==> config.mk <==
export PLATFORM = sky130hd
export DESIGN_NAME = fetch_unit
export DESIGN_NICKNAME = d
export VERILOG_FILES = /design/src/rtl/fetch_pkg.sv /design/src/rtl/fetch_buffer.sv /design/src/rtl/fetch_unit.sv
export SDC_FILE = /design/constraint.sdc
export NUM_CORES = 1
export LEC_CHECK = 0
export ABC_AREA = 1
export CORE_AREA = 3 3 139 101
export DETAILED_ROUTE_END_ITERATION = 16
export DIE_AREA = 0 0 142 104
export DONT_BUFFER_PORTS = 1
export PLACE_DENSITY = 0.62
export SLEW_MARGIN = 20
export SYNTH_ARGS = -nofsm -noshare
export SYNTH_HDL_FRONTEND = slang
export SYNTH_SLANG_ARGS = --single-unit
==> constraint.sdc <==
create_clock -name clk -period 3.62 [get_ports clk]
set_clock_uncertainty 0.1 [all_clocks]
set_input_delay 0.724 -clock clk [delete_from_list [all_inputs] [get_ports clk]]
set_output_delay 0.724 -clock clk [all_outputs]
set_load 0.02 [all_outputs]
==> src/rtl/fetch_pkg.sv <==
// Shared types and constants for the instruction-fetch front end.
package fetch_pkg;
  localparam int unsigned FETCH_ADDR_W = 16;
  localparam int unsigned FETCH_DATA_W = 32;
  localparam logic [FETCH_DATA_W-1:0] HALT_WORD = 32'hFFFF_FFFF;

  typedef enum logic {
    RUN  = 1'b0,
    HALT = 1'b1
  } fetch_state_e;
endpackage

==> src/rtl/fetch_buffer.sv <==
// DEPTH-entry FIFO of {pc, instr} pairs between fetch and decode.
module fetch_buffer import fetch_pkg::*; #(
  parameter int unsigned ADDR_W = FETCH_ADDR_W,
  parameter int unsigned DATA_W = FETCH_DATA_W,
  parameter int unsigned DEPTH  = 2
) (
  input  logic              clk,
  input  logic              rst_n,
  input  logic              push,
  input  logic              pop,
  input  logic              flush,
  input  logic [ADDR_W-1:0] push_pc,
  input  logic [DATA_W-1:0] push_instr,
  output logic              full,
  output logic              empty,
  output logic [ADDR_W-1:0] head_pc,
  output logic [DATA_W-1:0] head_instr
);
  localparam int unsigned PTR_W = $clog2(DEPTH);
  localparam int unsigned CNT_W = PTR_W + 1;

  logic [PTR_W-1:0]  wr_ptr_q, wr_ptr_d;
  logic [PTR_W-1:0]  rd_ptr_q, rd_ptr_d;
  logic [CNT_W-1:0]  count_q, count_d;
  logic [ADDR_W-1:0] ent_pc_q    [DEPTH];
  logic [DATA_W-1:0] ent_instr_q [DEPTH];
  logic              do_push, do_pop;

  assign full  = (count_q == CNT_W'(DEPTH));
  assign empty = (count_q == '0);

  always_comb begin
    do_push  = push & ~flush & (~full | pop);
    do_pop   = pop & ~flush & ~empty;
    wr_ptr_d = wr_ptr_q;
    rd_ptr_d = rd_ptr_q;
    count_d  = count_q;
    if (flush) begin
      wr_ptr_d = '0;
      rd_ptr_d = '0;
      count_d  = '0;
    end else begin
      // DEPTH is a power of two, so pointer overflow is the modulo wrap.
      if (do_push) wr_ptr_d = wr_ptr_q + PTR_W'(1);
      if (do_pop)  rd_ptr_d = rd_ptr_q + PTR_W'(1);
      count_d = count_q + CNT_W'(do_push) - CNT_W'(do_pop);
    end
  end

  always_ff @(posedge clk or negedge rst_n) begin
    if (!rst_n) begin
      wr_ptr_q <= '0;
      rd_ptr_q <= '0;
      count_q  <= '0;
    end else begin
      wr_ptr_q <= wr_ptr_d;
      rd_ptr_q <= rd_ptr_d;
      count_q  <= count_d;
    end
  end

  // Entry storage carries no reset; validity is tracked by count_q alone.
  always_ff @(posedge clk) begin
    if (do_push) begin
      ent_pc_q[wr_ptr_q]    <= push_pc;
      ent_instr_q[wr_ptr_q] <= push_instr;
    end
  end

  assign head_pc    = empty ? '0 : ent_pc_q[rd_ptr_q];
  assign head_instr = empty ? '0 : ent_instr_q[rd_ptr_q];
endmodule

==> src/rtl/fetch_unit.sv <==
// Instruction-fetch front end: pc register, RUN/HALT control, redirect and
// push gating in front of a small decoupling buffer.
module fetch_unit import fetch_pkg::*; #(
  parameter int unsigned        ADDR_W    = FETCH_ADDR_W,
  parameter int unsigned        DATA_W    = FETCH_DATA_W,
  parameter logic [ADDR_W-1:0]  RESET_PC  = '0,
  parameter int unsigned        DEPTH     = 2,
  parameter logic [DATA_W-1:0]  HALT_WORD = fetch_pkg::HALT_WORD
) (
  input  logic              clk,
  input  logic              rst_n,
  output logic [ADDR_W-1:0] pc,
  input  logic [DATA_W-1:0] instruction,
  input  logic              redirect_valid,
  input  logic [ADDR_W-1:0] redirect_pc,
  output logic              out_valid,
  input  logic              out_ready,
  output logic [DATA_W-1:0] out_instr,
  output logic [ADDR_W-1:0] out_pc,
  output logic              halted
);
  fetch_state_e      state_q, state_d;
  logic [ADDR_W-1:0] pc_q, pc_d;
  logic              buf_full, buf_empty;
  logic              push, pop;

  always_comb begin
    state_d = state_q;
    pc_d    = pc_q;
    // A redirect suppresses both ends of the buffer for its cycle.
    pop  = out_valid & out_ready & ~redirect_valid;
    push = (state_q == RUN) & ~redirect_valid & (~buf_full | pop);
    if (redirect_valid) begin
      pc_d    = redirect_pc;
      state_d = RUN;
    end else if (push) begin
      if (instruction == HALT_WORD) begin
        state_d = HALT;
      end else begin
        pc_d = pc_q + ADDR_W'(1);
      end
    end
  end

  always_ff @(posedge clk or negedge rst_n) begin
    if (!rst_n) begin
      state_q <= RUN;
      pc_q    <= RESET_PC;
    end else begin
      state_q <= state_d;
      pc_q    <= pc_d;
    end
  end

  fetch_buffer #(
    .ADDR_W (ADDR_W),
    .DATA_W (DATA_W),
    .DEPTH  (DEPTH)
  ) u_buf (
    .clk        (clk),
    .rst_n      (rst_n),
    .push       (push),
    .pop        (pop),
    .flush      (redirect_valid),
    .push_pc    (pc_q),
    .push_instr (instruction),
    .full       (buf_full),
    .empty      (buf_empty),
    .head_pc    (out_pc),
    .head_instr (out_instr)
  );

  assign pc        = pc_q;
  assign out_valid = ~buf_empty;
  assign halted    = (state_q == HALT);
endmodule

# Word level (Yosys, flattened, before mapping)
# Memories as Yosys holds them, arrays and structs flattened.
# Cells that the tools add are included.
[totals] ff_bits=21 mem_bits_rw=96 input_bits=52 word_cells=50 n_memories=2
[memory_table] name="u_buf.ent_instr_q" words=2 width=32 rd=1 rd_clocked_by_memory_dff=0 write_ports=1 line_no="fetch_buffer.sv:26" rtl="logic [DATA_W-1:0] ent_instr_q [DEPTH];"
[memory_table] name="u_buf.ent_pc_q" words=2 width=16 rd=1 rd_clocked_by_memory_dff=0 write_ports=1 line_no="fetch_buffer.sv:25" rtl="logic [ADDR_W-1:0] ent_pc_q [DEPTH];"
[op_classes] n_addsub=5 eq_ne=3 n_mux=15 bitwise=13 n_reduce_logical=7
[ops] op="16-bit 2-to-1 mux" n=4
[ops] op="32-bit equality test, second input constant" n=1
[ops] op="32-bit 2-to-1 mux" n=1
[ops] op="16-bit by 1-bit adder with 16-bit output, second input constant" n=1
[ops] op="1-bit 2-to-1 mux" n=9
[ops] op="1-bit AND" n=8
[ops] op="2-bit nonzero test" n=4
[ops] op="1-bit inverter" n=4
[ops] op="2-bit AND reduction" n=2
[ops] op="1-bit adder, second input constant" n=2
[ops] op="2-bit by 1-bit adder with 2-bit output" n=1
[ops] op="2-bit equality test, second input constant" n=1
[ops] op="2-bit zero test" n=1
[ops] op="2-bit 2-to-1 mux" n=1
[ops] op="2-bit != test, second input constant" n=1
[ops] op="2-bit by 1-bit subtractor with 2-bit output" n=1
[ops] op="1-bit bitwise OR" n=1

# Longest topological paths before layout
[depth] ltp_word=11 mapped_depth=11

# Modules after synthesis
# Synthesis repeated with hierarchy kept, for this count alone.
[hier_totals] hier_cells=532 hier_area_um2=5361.4
[modules_own_cells] mod="fetch_buffer" n_inst=1 cells_each=297 area_each_um2=3937.5 seq_area_each_um2=2982.9
[modules_own_cells] mod="fetch_unit" n_inst=1 cells_each=235 area_each_um2=1423.9 seq_area_each_um2=425.4

# Worst setup path after synthesis
# No wires, ideal clock.
[synth_timing] kind="in2reg" startpoint="input out_ready" endpoint="memory u_buf.ent_instr_q[0][0] (netlist bit), enable pin" setup_time_ns=0.455 arrival_time_ns=2.972 t_required_ns=3.065 slack_ns=0.093 stages=4 cell_sequence="inv_1 -> nand3_1 -> nand3_2 -> nor2_1"
[synth_via] elab_chain_len=8
[synth_rtl] item="start, declared" line_no="fetch_unit.sv:17" rtl="input logic out_ready,"
[synth_rtl] item="1-bit AND (*) (2 in series)" line_no="fetch_unit.sv:31" rtl="pop = out_valid & out_ready & ~redirect_valid;"
[synth_rtl] item="1-bit bitwise OR (*)" line_no="fetch_buffer.sv:33, fetch_unit.sv:32"
[synth_rtl] item="1-bit AND" line_no="fetch_unit.sv:32" rtl="push = (state_q == RUN) & ~redirect_valid & (~buf_full | pop);"
[synth_rtl] item="1-bit AND" line_no="fetch_buffer.sv:33" rtl="do_push = push & ~flush & (~full | pop);"
[synth_rtl] item="1-bit AND (*)" line_no="fetch_buffer.sv:33"
[synth_rtl] item="1-bit 2-to-1 mux (*)" line_no="fetch_buffer.sv:64" rtl="if (do_push) begin"
[synth_rtl] item="1-bit 2-to-1 mux (not written as such) (*)" line_no="fetch_buffer.sv:66" rtl="ent_instr_q[wr_ptr_q] <= push_instr;"
[synth_rtl] item="end, declared" line_no="fetch_buffer.sv:26"
# Every way passes the cells marked *; elsewhere a longest branch is shown, timed or not.

# Final worst setup path
[layout_timing] startpoint="register u_buf.rd_ptr_q" endpoint="output out_pc[1]"
[layout_via] elab_chain_len=2
[layout_rtl] item="start, declared" line_no="fetch_buffer.sv:23" rtl="logic [PTR_W-1:0] rd_ptr_q, rd_ptr_d;"
[layout_rtl] item="start signal, assigned" line_no="fetch_buffer.sv:57" rtl="rd_ptr_q <= rd_ptr_d;"
[layout_rtl] item="memory read 2 x 16 bit"
[layout_rtl] item="16-bit 2-to-1 mux" line_no="fetch_buffer.sv:70" rtl="assign head_pc = empty ? '0 : ent_pc_q[rd_ptr_q];"
[layout_rtl] item="end, declared" line_no="fetch_unit.sv:19" rtl="output logic [ADDR_W-1:0] out_pc,"
# No other way between the ends.

==> flow_summary_export.csv <==
group,metric,value,unit
cts,clkTransAtPathRegs,0.06,ns
routing,firstDrtPassIters,4,
yosys,netlist_instances,496,
timing,period_share,78.4,%
yosys,ys_ff_latch,117,
timing,max_freq,352,MHz
yosys,yosysSeqAreaShare,67.0,%
timing,worstMarginPinSlew,0.660,ns
cts,numClockSinks,117,
setup_path,cp-start-kind,"flop",
floorplan,rows,35,
timing,tns,0,ns
floorplan,initial_core_util,39.4,%
cts,clock_path_buffers,2,
timing,finalHoldViolations,0,
place,gp_congestion,0.873,
cts,cts_root_buf,"clkbuf_16",
layout,drive_above_1_share,10.3,%
cts,cts_max_level,4,
yosys,synth_top_cell_by_area,"edfxtp_1",
yosys,syn_area_per_cell,10.3,um2
timing,min_period,2.84,ns
floorplan,coreArea,0.0129,mm2
yosys,ys_top_cells_by_area,"edfxtp_1 57%, nand2_1 14%, dfrtp_1 10%",
power,irDropWorstVdd,0.000366,V
setup_path,cp_max_fo,42,
place,dpl_cell_area,0.00528,mm2
power,p_leak,2.31,nW
setup_path,cp-end-kind,"output pin",
yosys,yosysUniqueCellTypes,29,
global_routing,grt_pass1_vias,3572,
layout,multi_input_area,0.00149,mm2
place,io_buffers,0,
layout,fill_cells,1158,
layout,area_growth,15.8,%
cts,cts_inserted_buffers,17,
routing,remaining_drc_errors,0,
power,power.density,796,mW/mm2
global_routing,grt_pass1_wl,19800,um
flow_run,drv_cap,0,
yosys,yosys_warnings,0,
floorplan,io_pins,118,
floorplan,die_w,142,um
cts,cts_tree,"built",
routing,wl_per_cell,18.2,um
routing,vias_per_cell,5.15,
timing,setup_viol,0,
floorplan,dieArea,0.0148,mm2
routing,drtAntennaViolNets,0,
cts,ctsResizeCount,0,
routing,vias,3500,
run_status,status,"finished, final reports clean",
yosys,netlist_area,0.00509,mm2
routing,drtIter0Drc,218,
yosys,syn_nets,551,
layout,seqCellArea,0.00341,mm2
setup_path,r2r_slack,1.62,ns
routing,wl,12400,um
place,dp_hpwl,8320,um
yosys,yosysTopAreaCellShare,56.7,%
global_routing,antenna_found_initial,0,
global_routing,grt-ovfl-total,0,
setup_path,required,2.80,ns
timing,slew_violations,0,
global_routing,grtUsageTotal,17.3,%
layout,stdcell_area,0.00589,mm2
layout,nets,555,
floorplan,die_y,104,um
setup_path,crit_arrival,2.01,ns
global_routing,grt_max_degree,49,
cts,clk_latency,0.40,ns
timing,max-slew-margin-rel,56.0,%
timing,grt_setup_unrepaired,"no",
setup_path,worstSetupPathType,"reg2out",
min_path,min_path_type,"in2async",
layout,diodes,0,
-- layout make-up --
class / instances / share of cell area [%]
clock inverter: 14 / 2.95
tap: 166 / 3.53
clock buffer: 18 / 7.29
inverter: 28 / 1.78
sequential: 117 / 57.9
multi-input combinational: 329 / 25.3
timing repair buffer: 7 / 1.27
-- report_power, final --
part	internal, W	switching (W)	total [W]
clock	0.00109	0.000599	0.00169
sequential	0.00171	0.000213	0.00192
combinational	0.000231	0.000848	0.00108
total	0.00303	0.00166	0.00469
-- metrics by stage --
stage	hold slack, ns	util, %	std cells	power (W)	setup WS (ns)
floorplan	0.328	-	496	0.00274	0.0933
global placement	0.329	40.9	646	0.00301	1.21
detailed placement	0.329	40.9	646	0.00304	1.18
CTS	0.273	45.6	679	0.00474	0.747
global route	0.215	45.6	679	0.00493	0.604
finish	0.183	45.6	679	0.00469	0.782
-- cell usage after synthesis --
library cell / number
buf_6: 1
a21oi_1: 50
edfxtp_1: 96
o22ai_1: 2
clkbuf_1: 11
nand2_2: 1
buf_4: 2
nand2_1: 191
nand4_1: 6
inv_2: 4
o21ai_1: 6
inv_1: 24
nand3_1: 20
ha_1: 3
dfrtp_1: 21
o21bai_1: 2
o21ai_0: 1
nor2_1: 26
nor2_2: 4
a21o_1: 1
or2_2: 1
nand3_2: 2
buf_2: 8
mux2i_1: 3
nor3_1: 3
xnor2_1: 2
a31oi_1: 2
xor2_1: 2
nand3b_1: 1
-- metal layers --
layer	vias to the layer above	wire, um	track usage, %
li1	1683	-	-
met1	1695	5360	22.2
met2	106	5850	26.9
met3	16	915	6.11
met4	0	231	6.44
met5	-	0	0
-- worst max-delay path: stages, from the launching register on --
cell      delay [ns]
dfrtp_2         0.55
clkinv_1        0.24
buf_12          0.24
nand2_1         0.07
a21oi_1         0.47
-- kinds of logic after synthesis --
logic type | count (synthesis) | synth area share (%)
and+or+nand+nor | 255 | 20.3
DFF | 117 | 67.0
AOI/OAI and AO/OA | 64 | 6.54
buffers and inverters | 50 | 4.18
xor gates and xnor gates | 4 | 0.689
muxes | 3 | 0.590
adders and majority gates | 3 | 0.738
-- placed cells by master, fill, tap and decap left out, drive strengths merged, types with 7 or more instances in the layout --
cell type,count
nor2,30
o21ai,7
nand3,22
inv,31
dfrtp,21
edfxtp,96
clkbuf,18
buf,7
nand2,192
a21oi,50
-- flip-flops by register name, summed over array words and instances, names as in the netlist --
signal	flops
u_buf.ent_pc_q	32
u_buf.ent_instr_q	64
u_buf.rd_ptr_q	1
u_buf.count_q	2
halted	1
u_buf.wr_ptr_q	1
pc	16
-- timing repair --
item | 4_1_cts | 5_1_grt
endpoints found under the hold margin | 21 | 0
buffers inserted | 0 | 0
hold buffers | 1 | 0
-- final timing paths --
| path | from | endpoint | cells past startpoint |
|---|---|---|---|
| worst max-delay path | u_buf.rd_ptr_q | out_pc[1] | 4 |
| worst min-delay path | rst_n | pc[8] | 1 |
| worst max register to register | halted | u_buf.ent_pc_q[0][15] | 4 |
| worst min register to register | u_buf.wr_ptr_q | u_buf.wr_ptr_q | 2 |
| max in group asynchronous | rst_n | u_buf.rd_ptr_q | 1 |
| min in group clk | redirect_valid | u_buf.rd_ptr_q | 1 |
No activity file was read; power rests on OpenSTA's default activity.
